**src/rtl/alu_cmd_sequencer.sv**
```systemverilog
// Command front end for the 4-bit combinational ALU: one command in flight, operands read
// from a small register file, ALU result (or a fault) written back and reported on a strobe.
module alu_cmd_sequencer #(
    parameter int DATA_W   = 4,
    parameter int RF_DEPTH = 4,
    parameter int AW       = 2,
    parameter int CNT_W    = 8
) (
    input  logic              clk,
    input  logic              rst,
    input  logic              cmd_valid,
    output logic              cmd_ready,
    input  logic              cmd_load,
    input  logic [3:0]        cmd_op,
    input  logic [AW-1:0]     cmd_src_a,
    input  logic [AW-1:0]     cmd_src_b,
    input  logic [AW-1:0]     cmd_dst,
    input  logic [DATA_W-1:0] cmd_imm,
    output logic [DATA_W-1:0] alu_a,
    output logic [DATA_W-1:0] alu_b,
    output logic [3:0]        alu_s,
    input  logic [DATA_W-1:0] alu_y,
    output logic              res_valid,
    output logic [DATA_W-1:0] res_data,
    output logic [AW-1:0]     res_dst,
    output logic              res_err,
    input  logic [AW-1:0]     rd_addr,
    output logic [DATA_W-1:0] rd_data,
    output logic [CNT_W-1:0]  op_count
);

    localparam logic [3:0]        OP_DIV     = 4'h3;
    localparam logic [3:0]        OP_MOD     = 4'h4;
    localparam logic [3:0]        OP_ILLEGAL = 4'hF;
    localparam logic [DATA_W-1:0] ZERO_D     = {DATA_W{1'b0}};
    localparam logic [CNT_W-1:0]  ONE_C      = {{(CNT_W-1){1'b0}}, 1'b1};

    typedef enum logic [1:0] {
        IDLE = 2'd0,
        EXEC = 2'd1,
        DONE = 2'd2
    } state_t;

    state_t              state_r;
    state_t              state_s;
    logic                accept_s;

    logic [DATA_W-1:0]   rf_r [RF_DEPTH];

    logic [DATA_W-1:0]   alu_a_r;
    logic [DATA_W-1:0]   alu_b_r;
    logic [3:0]          alu_s_r;
    logic                load_r;
    logic [AW-1:0]       dst_r;
    logic [DATA_W-1:0]   imm_r;

    logic                ready_r;
    logic                res_valid_r;
    logic [DATA_W-1:0]   res_data_r;
    logic [AW-1:0]       res_dst_r;
    logic                res_err_r;
    logic [CNT_W-1:0]    op_count_r;

    logic                wr_en_s;
    logic [DATA_W-1:0]   wr_data_s;
    logic                wr_err_s;

    // Divide and modulo by a zero divisor are faults; the ALU output is meaningless then.
    function automatic logic is_div_zero(input logic [3:0] op, input logic [DATA_W-1:0] divisor);
        return ((op == OP_DIV) || (op == OP_MOD)) && (divisor == ZERO_D);
    endfunction

    // Next-state logic: a command is only accepted while idle.
    always_comb begin
        state_s  = state_r;
        accept_s = 1'b0;
        case (state_r)
            IDLE: begin
                if (cmd_valid) begin
                    accept_s = 1'b1;
                    state_s  = EXEC;
                end else begin
                    state_s  = IDLE;
                end
            end
            EXEC:    state_s = DONE;
            DONE:    state_s = IDLE;
            default: state_s = IDLE;
        endcase
    end

    // Write-back decision for the latched command; a load wins over any opcode it carries.
    always_comb begin
        wr_en_s   = 1'b0;
        wr_data_s = ZERO_D;
        wr_err_s  = 1'b0;
        if (load_r) begin
            wr_en_s   = 1'b1;
            wr_data_s = imm_r;
        end else if (alu_s_r == OP_ILLEGAL) begin
            wr_err_s  = 1'b1;
        end else if (is_div_zero(alu_s_r, alu_b_r)) begin
            wr_en_s   = 1'b1;
            wr_err_s  = 1'b1;
        end else begin
            wr_en_s   = 1'b1;
            wr_data_s = alu_y;
        end
    end

    // State register and registered ready (high exactly while idle).
    always_ff @(posedge clk) begin
        if (rst) begin
            state_r <= IDLE;
            ready_r <= 1'b1;
        end else begin
            state_r <= state_s;
            if (accept_s) begin
                ready_r <= 1'b0;
            end else if (state_r == DONE) begin
                ready_r <= 1'b1;
            end else begin
                ready_r <= ready_r;
            end
        end
    end

    // Command capture: operands are sampled here, so src==dst sees the pre-write value.
    always_ff @(posedge clk) begin
        if (rst) begin
            alu_a_r <= ZERO_D;
            alu_b_r <= ZERO_D;
            alu_s_r <= 4'h0;
            load_r  <= 1'b0;
            dst_r   <= {AW{1'b0}};
            imm_r   <= ZERO_D;
        end else if (accept_s) begin
            alu_a_r <= rf_r[cmd_src_a];
            alu_b_r <= rf_r[cmd_src_b];
            alu_s_r <= cmd_op;
            load_r  <= cmd_load;
            dst_r   <= cmd_dst;
            imm_r   <= cmd_imm;
        end else begin
            alu_a_r <= alu_a_r;
            alu_b_r <= alu_b_r;
            alu_s_r <= alu_s_r;
            load_r  <= load_r;
            dst_r   <= dst_r;
            imm_r   <= imm_r;
        end
    end

    // Register file: written once, at the edge closing EXEC.
    always_ff @(posedge clk) begin
        if (rst) begin
            for (int i = 0; i < RF_DEPTH; i++) begin
                rf_r[i] <= ZERO_D;
            end
        end else if ((state_r == EXEC) && wr_en_s) begin
            rf_r[dst_r] <= wr_data_s;
        end
    end

    // Result reporting and completed-command count (faulted commands count too).
    always_ff @(posedge clk) begin
        if (rst) begin
            res_valid_r <= 1'b0;
            res_data_r  <= ZERO_D;
            res_dst_r   <= {AW{1'b0}};
            res_err_r   <= 1'b0;
            op_count_r  <= {CNT_W{1'b0}};
        end else if (state_r == EXEC) begin
            res_valid_r <= 1'b1;
            res_data_r  <= wr_data_s;
            res_dst_r   <= dst_r;
            res_err_r   <= wr_err_s;
            op_count_r  <= op_count_r + ONE_C;
        end else begin
            res_valid_r <= 1'b0;
            res_data_r  <= res_data_r;
            res_dst_r   <= res_dst_r;
            res_err_r   <= res_err_r;
            op_count_r  <= op_count_r;
        end
    end

    assign cmd_ready = ready_r;
    assign alu_a     = alu_a_r;
    assign alu_b     = alu_b_r;
    assign alu_s     = alu_s_r;
    assign res_valid = res_valid_r;
    assign res_data  = res_data_r;
    assign res_dst   = res_dst_r;
    assign res_err   = res_err_r;
    assign op_count  = op_count_r;
    assign rd_data   = rf_r[rd_addr];

endmodule

```
**config.mk**
```make
export PLATFORM = sky130hd
export DESIGN_NAME = alu_cmd_sequencer
export DESIGN_NICKNAME = d
export VERILOG_FILES = /design/src/rtl/alu_cmd_sequencer.sv
export SDC_FILE = /design/constraint.sdc
export NUM_CORES = 1
export LEC_CHECK = 0
export CORE_ASPECT_RATIO = 1.4
export CORE_MARGIN = 2
export CORE_UTILIZATION = 30
export DETAILED_ROUTE_END_ITERATION = 10
export GPL_TIMING_DRIVEN = 0
export SLEW_MARGIN = 25
export SYNTH_ARGS = -nofsm -noshare
export SYNTH_HDL_FRONTEND = slang
export SYNTH_SLANG_ARGS = --single-unit
```
**constraint.sdc**
```tcl
create_clock -name clk -period 1.9 [get_ports clk]
set_input_delay 0.38 -clock clk [delete_from_list [all_inputs] [get_ports clk]]
set_output_delay 0.38 -clock clk [all_outputs]
set_load 0.005 [all_outputs]
```
==> results of run 1 <==
## area by class of cell
cell class / instances / area (µm²)
Fill cell: 762 / 4490
Timing Repair Buffer: 66 / 633
Clock buffer: 5 / 68.8
Sequential cell: 53 / 1220
Inverter: 7 / 26.3
Buffer: 14 / 78.8
Clock inverter: 3 / 65.1
Tap cell: 100 / 125
Multi-Input combinational cell: 163 / 1140
## path summary, 6_finish.rpt
path	startpoint	end	slack [ps]	cells after the start
setup / recovery	rf_r[3][3]	rd_data[3]	60	2
setup reg to reg	load_r	rf_r[2][1]	70	6
hold / removal	imm_r[2]	imm_r[2]	460	2
hold reg to reg	imm_r[2]	imm_r[2]	460	2
## registers in the layout, summed over array words and instances, names as in the netlist, 4 cells and up
name      cells
op_count      8
imm_r         4
alu_a         4
rf_r         16
alu_s         4
alu_b         4
res_data      4
## kinds of logic (layout without fill, tap and decap cells)
family	count (synthesis)	in the layout	share of synthesized area [%]
adders and majority gates	1	1	0.513
xor gates and xnor gates	2	2	0.718
AOI/OAI and AO/OA	52	52	13.2
DFF	53	53	50.1
and+or+nand+nor	92	92	18.3
muxes	16	16	12.9
buffers and inverters	21	95	4.26
## layer usage
metal  track usage (%)  part of all wire, %
met2              25.2                   54
met5                 0                    0
met3              2.52                  2.8
met4              6.10                  1.9
met1              16.5                   41
## critical path, cell delays in order (launching register included)
cell and delay (ps):
edfxtp_1 420, mux4_2 510, clkdlybuf4s15_1 230
## what timing repair did
| item | in CTS | in global routing |
|---|---|---|
| setup buffers | 6 | 5 |
| endpoints found under the setup margin | 12 | 40 |
| pin swaps | 1 | 1 |
| gates resized for setup | 13 | 6 |
## per-stage QoR
stage / total power [mW] / TNS, ps / std cells / instance area [µm²] / setup WS (ps)
floorplan: 1.46 / 0 / 237 / 2440 / 153
global placement: 1.64 / -5740 / 392 / 3110 / -533
detailed placement: 1.65 / -6070 / 392 / 3110 / -539
CTS: 2.53 / 0 / 406 / 3310 / 0.818
global route: 2.63 / -42.9 / 411 / 3360 / -11.5
finish: 2.53 / 0 / 411 / 3360 / 59.4
## Yosys cell counts, drive strengths merged (4+ instances only)
| cell | instances |
|---|---|
| nand2 | 50 |
| dfxtp | 37 |
| a21oi | 27 |
| edfxtp | 16 |
| mux4 | 12 |
| nor3 | 12 |
| o21ai | 12 |
| clkbuf | 9 |
| nor2 | 7 |
| inv | 6 |
| buf | 5 |
| nand3 | 5 |
| mux2 | 4 |
| o211ai | 4 |
## power by group through the flow
stage / combinational, mW / sequential, mW / clock, mW
6_report: 0.375 / 1.26 / 0.894
3_3_place_gp: 0.356 / 1.28 / 0
5_1_grt: 0.411 / 1.27 / 0.951
3_5_place_dp: 0.359 / 1.29 / 0
2_1_floorplan: 0.186 / 1.28 / 0
4_1_cts: 0.367 / 1.26 / 0.909
==> results.md, run 1 <==
* Outcome: finished, final reports clean
* Max Slew Vio Count at 0
* Max Fanout on Critical Path at 2
* Synth area leader: dfxtp_1
* CTS clock-pin slew for the worst setup and hold paths at 100 ps
* Clock sink count at 53
* CTS tree: yes
* Synthesis-stage register bit count at 53
* Mapped Nets at 262
* Clock latency on the worst-skew pair at 310 ps
* HPWL Detailed at 4670 µm
* Primary FF master, synth: dfxtp_1
* Share of the synthesized area in the top cell type at 30.4%
* Fin Clk Skew at 8.46 ps
* Num rows at 38
* Async SR Flop Fraction at 0%
* EDFF count, synth at 16
* Synth area leaders: dfxtp_1, edfxtp_1, mux4_2, nand2_1, a21oi_1
* Die ar. at 8880 µm²
* Worst min-delay path category: reg -> reg
* First-pass GRT wire length at 9990 µm
* Pint at 1.95 mW
* Total grt overflow at 0
* Root buf cell: clkbuf_8
* WHS at 462 ps
* Pin count of the biggest net entering global routing at 17
* Flop pwr share at 49.8%
* Post-layout min period at 1840 ps
* Die W at 80.2 µm
* Post-CTS Hold Buffers at 0
* Via density at 4.99
* Net Sw Frac at 22.9%
* Gp weighted congestion at 0.835
* Routed Antenna Nets at 0
* Routed Wire Length at 6080 µm
* Die height at 111 µm
* Vias in the first global route at 2046
* Initial antenna violation count at 0
* Cell area power density at 753 nW/µm²
* Peak supply drop at 0.380 mV
* Port-buffer cells at 55
* Initial Util at 31.1%
* Net Switching at 0.579 mW
* Antenna Diode Count at 0
* Nets at 335
* Drt first pass iters at 4
* Synth warn at 0
* Final count of negative-setup-slack endpoints at 0
* Vias at 2050
* Drt wl/cell at 14.8 µm
* Seq/Total Area, Yosys at 50.1%
* Count of final hold-check violations at 0
* Residual DRC at 0
* Core Region at 7850 µm²
* Crit path launch type: register
* Util after Layout at 42.8%
* Slew HR at 63.6%
* Crit path required time at 1520 ps
* Clock buffer depth at 2
* Area of the mapped netlist at 2440 µm²
* Most common cell after layout, fill and taps aside: nand2_1
* Crit. End Element: output pin
* Most frequent cells in the layout: nand2_1, clkdlybuf4s50_1, dfxtp_1
* Worst Path Arrival at 1460 ps
* Total track usage at 14.3%
* # IOs at 57
* DR iter-0 viols at 55
* Area growth syn-to-layout at 37.7%
* Clock share of power at 35.4%
* CTS H-tree lvls at 2
* Max_cap viols at 0
* Fmax achieved at 543 MHz
* Logic pwr share at 14.8%
* Share of cells above drive strength 1 at 16.1%
* Final period utilization at 96.9%
* Synthesized instance count at 237
* CTS buffer count at 5
* Worst Path Class, Setup: reg -> out
* RSZ-0062 raised after global routing: true
* Avg Cell Area, Syn at 10.3 µm²
* P_leak at 1.15 nW
* Slew @ Worst Pin at 546 ps
* Yosys cell types at 36
(Power assumes the default switching activity.)
==> run 2, diff against run 1 <==
--- a/config.mk
+++ b/config.mk
@@ -7,7 +7,7 @@
 export LEC_CHECK = 0
 export CORE_ASPECT_RATIO = 1.4
 export CORE_MARGIN = 2
-export CORE_UTILIZATION = 30
+export CORE_UTILIZATION = 35
 export DETAILED_ROUTE_END_ITERATION = 10
 export GPL_TIMING_DRIVEN = 0
 export SLEW_MARGIN = 25
==> results.md, run 2 (synthesis gave the netlist of run 1 again) <==
* Outcome: finished, final reports clean
* Hold path depth at 2
* Max Fanout on Critical Path at 2
* Crit-path cells: mux4_2, clkdlybuf4s15_1
* Most frequent cells in the layout: nand2_1, clkdlybuf4s50_1, dfxtp_1
* Slew @ Worst Pin at 591 ps
* Reg2reg path depth at 4
* Worst Path Arrival at 1460 ps
* Fmax achieved at 543 MHz
* Logic pwr share at 16.3%
* CP peak stage delay at 510 ps
* Via density at 4.92
* Pwr Total at 2.36 mW
* Drt first pass iters at 4
* Initial antenna violation count at 0
* WHS at 455 ps
* Clock sink count at 53
* Place WS at -540 ps
* Final count of negative-setup-slack endpoints at 0
* Worst R2R End: rf_r[1][3]
* Routed Wire Length at 6050 µm
* Crit. End Element: output pin
* Port-buffer cells at 55
* Max_cap viols at 0
* CTS clock-pin slew for the worst setup and hold paths at 100 ps
* Slowest-stage cell, CP: mux4_2
* Crit path launch type: register
* Total grt overflow at 0
* Die W at 74.5 µm
* FF-to-FF Start: load_r
* Share of cells above drive strength 1 at 17.9%
* HPWL Detailed at 4520 µm
* Final period utilization at 96.9%
* Slew HR at 60.6%
* PnR worst setup slack at 58.7 ps
* Pin count of the biggest net entering global routing at 17
* Cell area power density at 696 nW/µm²
* Flop pwr share at 53.5%
* RSZ-0062 raised after global routing: true
* Vias in the first global route at 1946
* CTS buffer count at 5
* Core Region at 6850 µm²
* Root buf cell: clkbuf_8
* Net Switching at 0.583 mW
* Die height at 103 µm
* Peak supply drop at 0.541 mV
* Vias at 2031
* Post-CTS Hold Buffers at 0
* CTS tree: yes
* DR iter-0 viols at 96
* First-pass GRT wire length at 9550 µm
* Clock share of power at 30.2%
* CTS H-tree lvls at 2
* Hold Path Origin: imm_r[0]
* Area growth syn-to-layout at 38.8%
* Most common cell after layout, fill and taps aside: nand2_1
* Largest register FFs at 16
* Initial Util at 35.6%
* Worst Path Class, Setup: reg -> out
* Fin Clk Skew at 9.96 ps
* Pint at 1.77 mW
* Gp weighted congestion at 0.791
* P_leak at 1.18 nW
* Worst min-delay path category: reg -> reg
* End of the worst hold path: imm_r[0]
* Nets at 342
* Net Sw Frac at 24.8%
* Top reg by flops: rf_r
* Residual DRC at 0
* Drt wl/cell at 14.6 µm
* Count of final hold-check violations at 0
* Die ar. at 7660 µm²
* Num rows at 36
* Antenna Diode Count at 0
* Clock latency on the worst-skew pair at 310 ps
* Clock buffer depth at 2
* Routed Antenna Nets at 0
* R2R Setup Slk at 60 ps
* # IOs at 57
* Max Slew Vio Count at 0
* Util after Layout at 49.4%
* Post-layout min period at 1840 ps
* Crit path required time at 1520 ps
* Total track usage at 16.5%
-- run 2: cell count changes in the layout (fill, tap and decap cells not counted), sizes merged --
cell / previous run / this run
clkbuf: 14 / 16
bufinv: 2 / 0
buf: 16 / 23
-- run 2: worst max-delay path, delay by kind of cell, from the launching register on --
family                 cells  cell delay [ps]
muxes                      1              510
DFF                        1              420
buffers and inverters      1              220
-- run 2: what timing repair did --
| action | 4_1_cts | 5_1_grt |
|---|---|---|
| pin swaps | 1 | 4 |
| setup endpoints to repair | 16 | 45 |
| gates resized for setup | 14 | 7 |
| setup buffers | 9 | 10 |
| gates cloned | 0 | 0 |
| endpoints found under the hold margin | 0 | 0 |
-- run 2: stage by stage --
step	instances	cell area [µm²]	TNS [ps]
detailed placement	387	3110	-6280
finish	413	3380	0
global route	413	3380	-31.0
floorplan	237	2440	0
global placement	387	3110	-5500
CTS	404	3300	0
-- run 2: metal layers --
| layer | vias to the layer above | GRT usage (%) | routed length [µm] |
|---|---|---|---|
| met4 | 0 | 6.46 | 109 |
| li1 | 1024 | - | - |
| met1 | 951 | 19.3 | 2510 |
| met2 | 48 | 29.4 | 3230 |
| met5 | - | 0 | 0 |
| met3 | 8 | 3.13 | 201 |
-- run 2: cell type report --
type	instances	area (µm²)
Buffer	13	67.6
Clock buffer	7	97.6
Clock inverter	1	5.00
Fill cell	670	3460
Inverter	7	26.3
Multi-Input combinational cell	163	1150
Sequential cell	53	1220
Tap cell	95	119
Timing Repair Buffer	74	693
-- run 2: worst max-delay path by stage --
stage                      end        from  slack (ps)  cells past startpoint
detailed placement  rd_data[3]  rd_addr[0]        -540                      3
finish              rd_data[3]  rf_r[3][3]          60                      2
CTS                 rf_r[2][0]      load_r           4                      5
global placement    rd_data[3]  rd_addr[0]        -520                      3
floorplan           rf_r[3][0]      load_r         150                      5
global route          imm_r[3]  state_r[1]         -10                      5
-- run 2: power groups by stage --
stage	sequential [mW]	combinational, mW	clock (mW)
floorplan	1.28	0.186	0
global placement	1.28	0.354	0
detailed placement	1.29	0.357	0
CTS	1.26	0.373	0.729
global route	1.27	0.418	0.779
finish	1.26	0.383	0.712
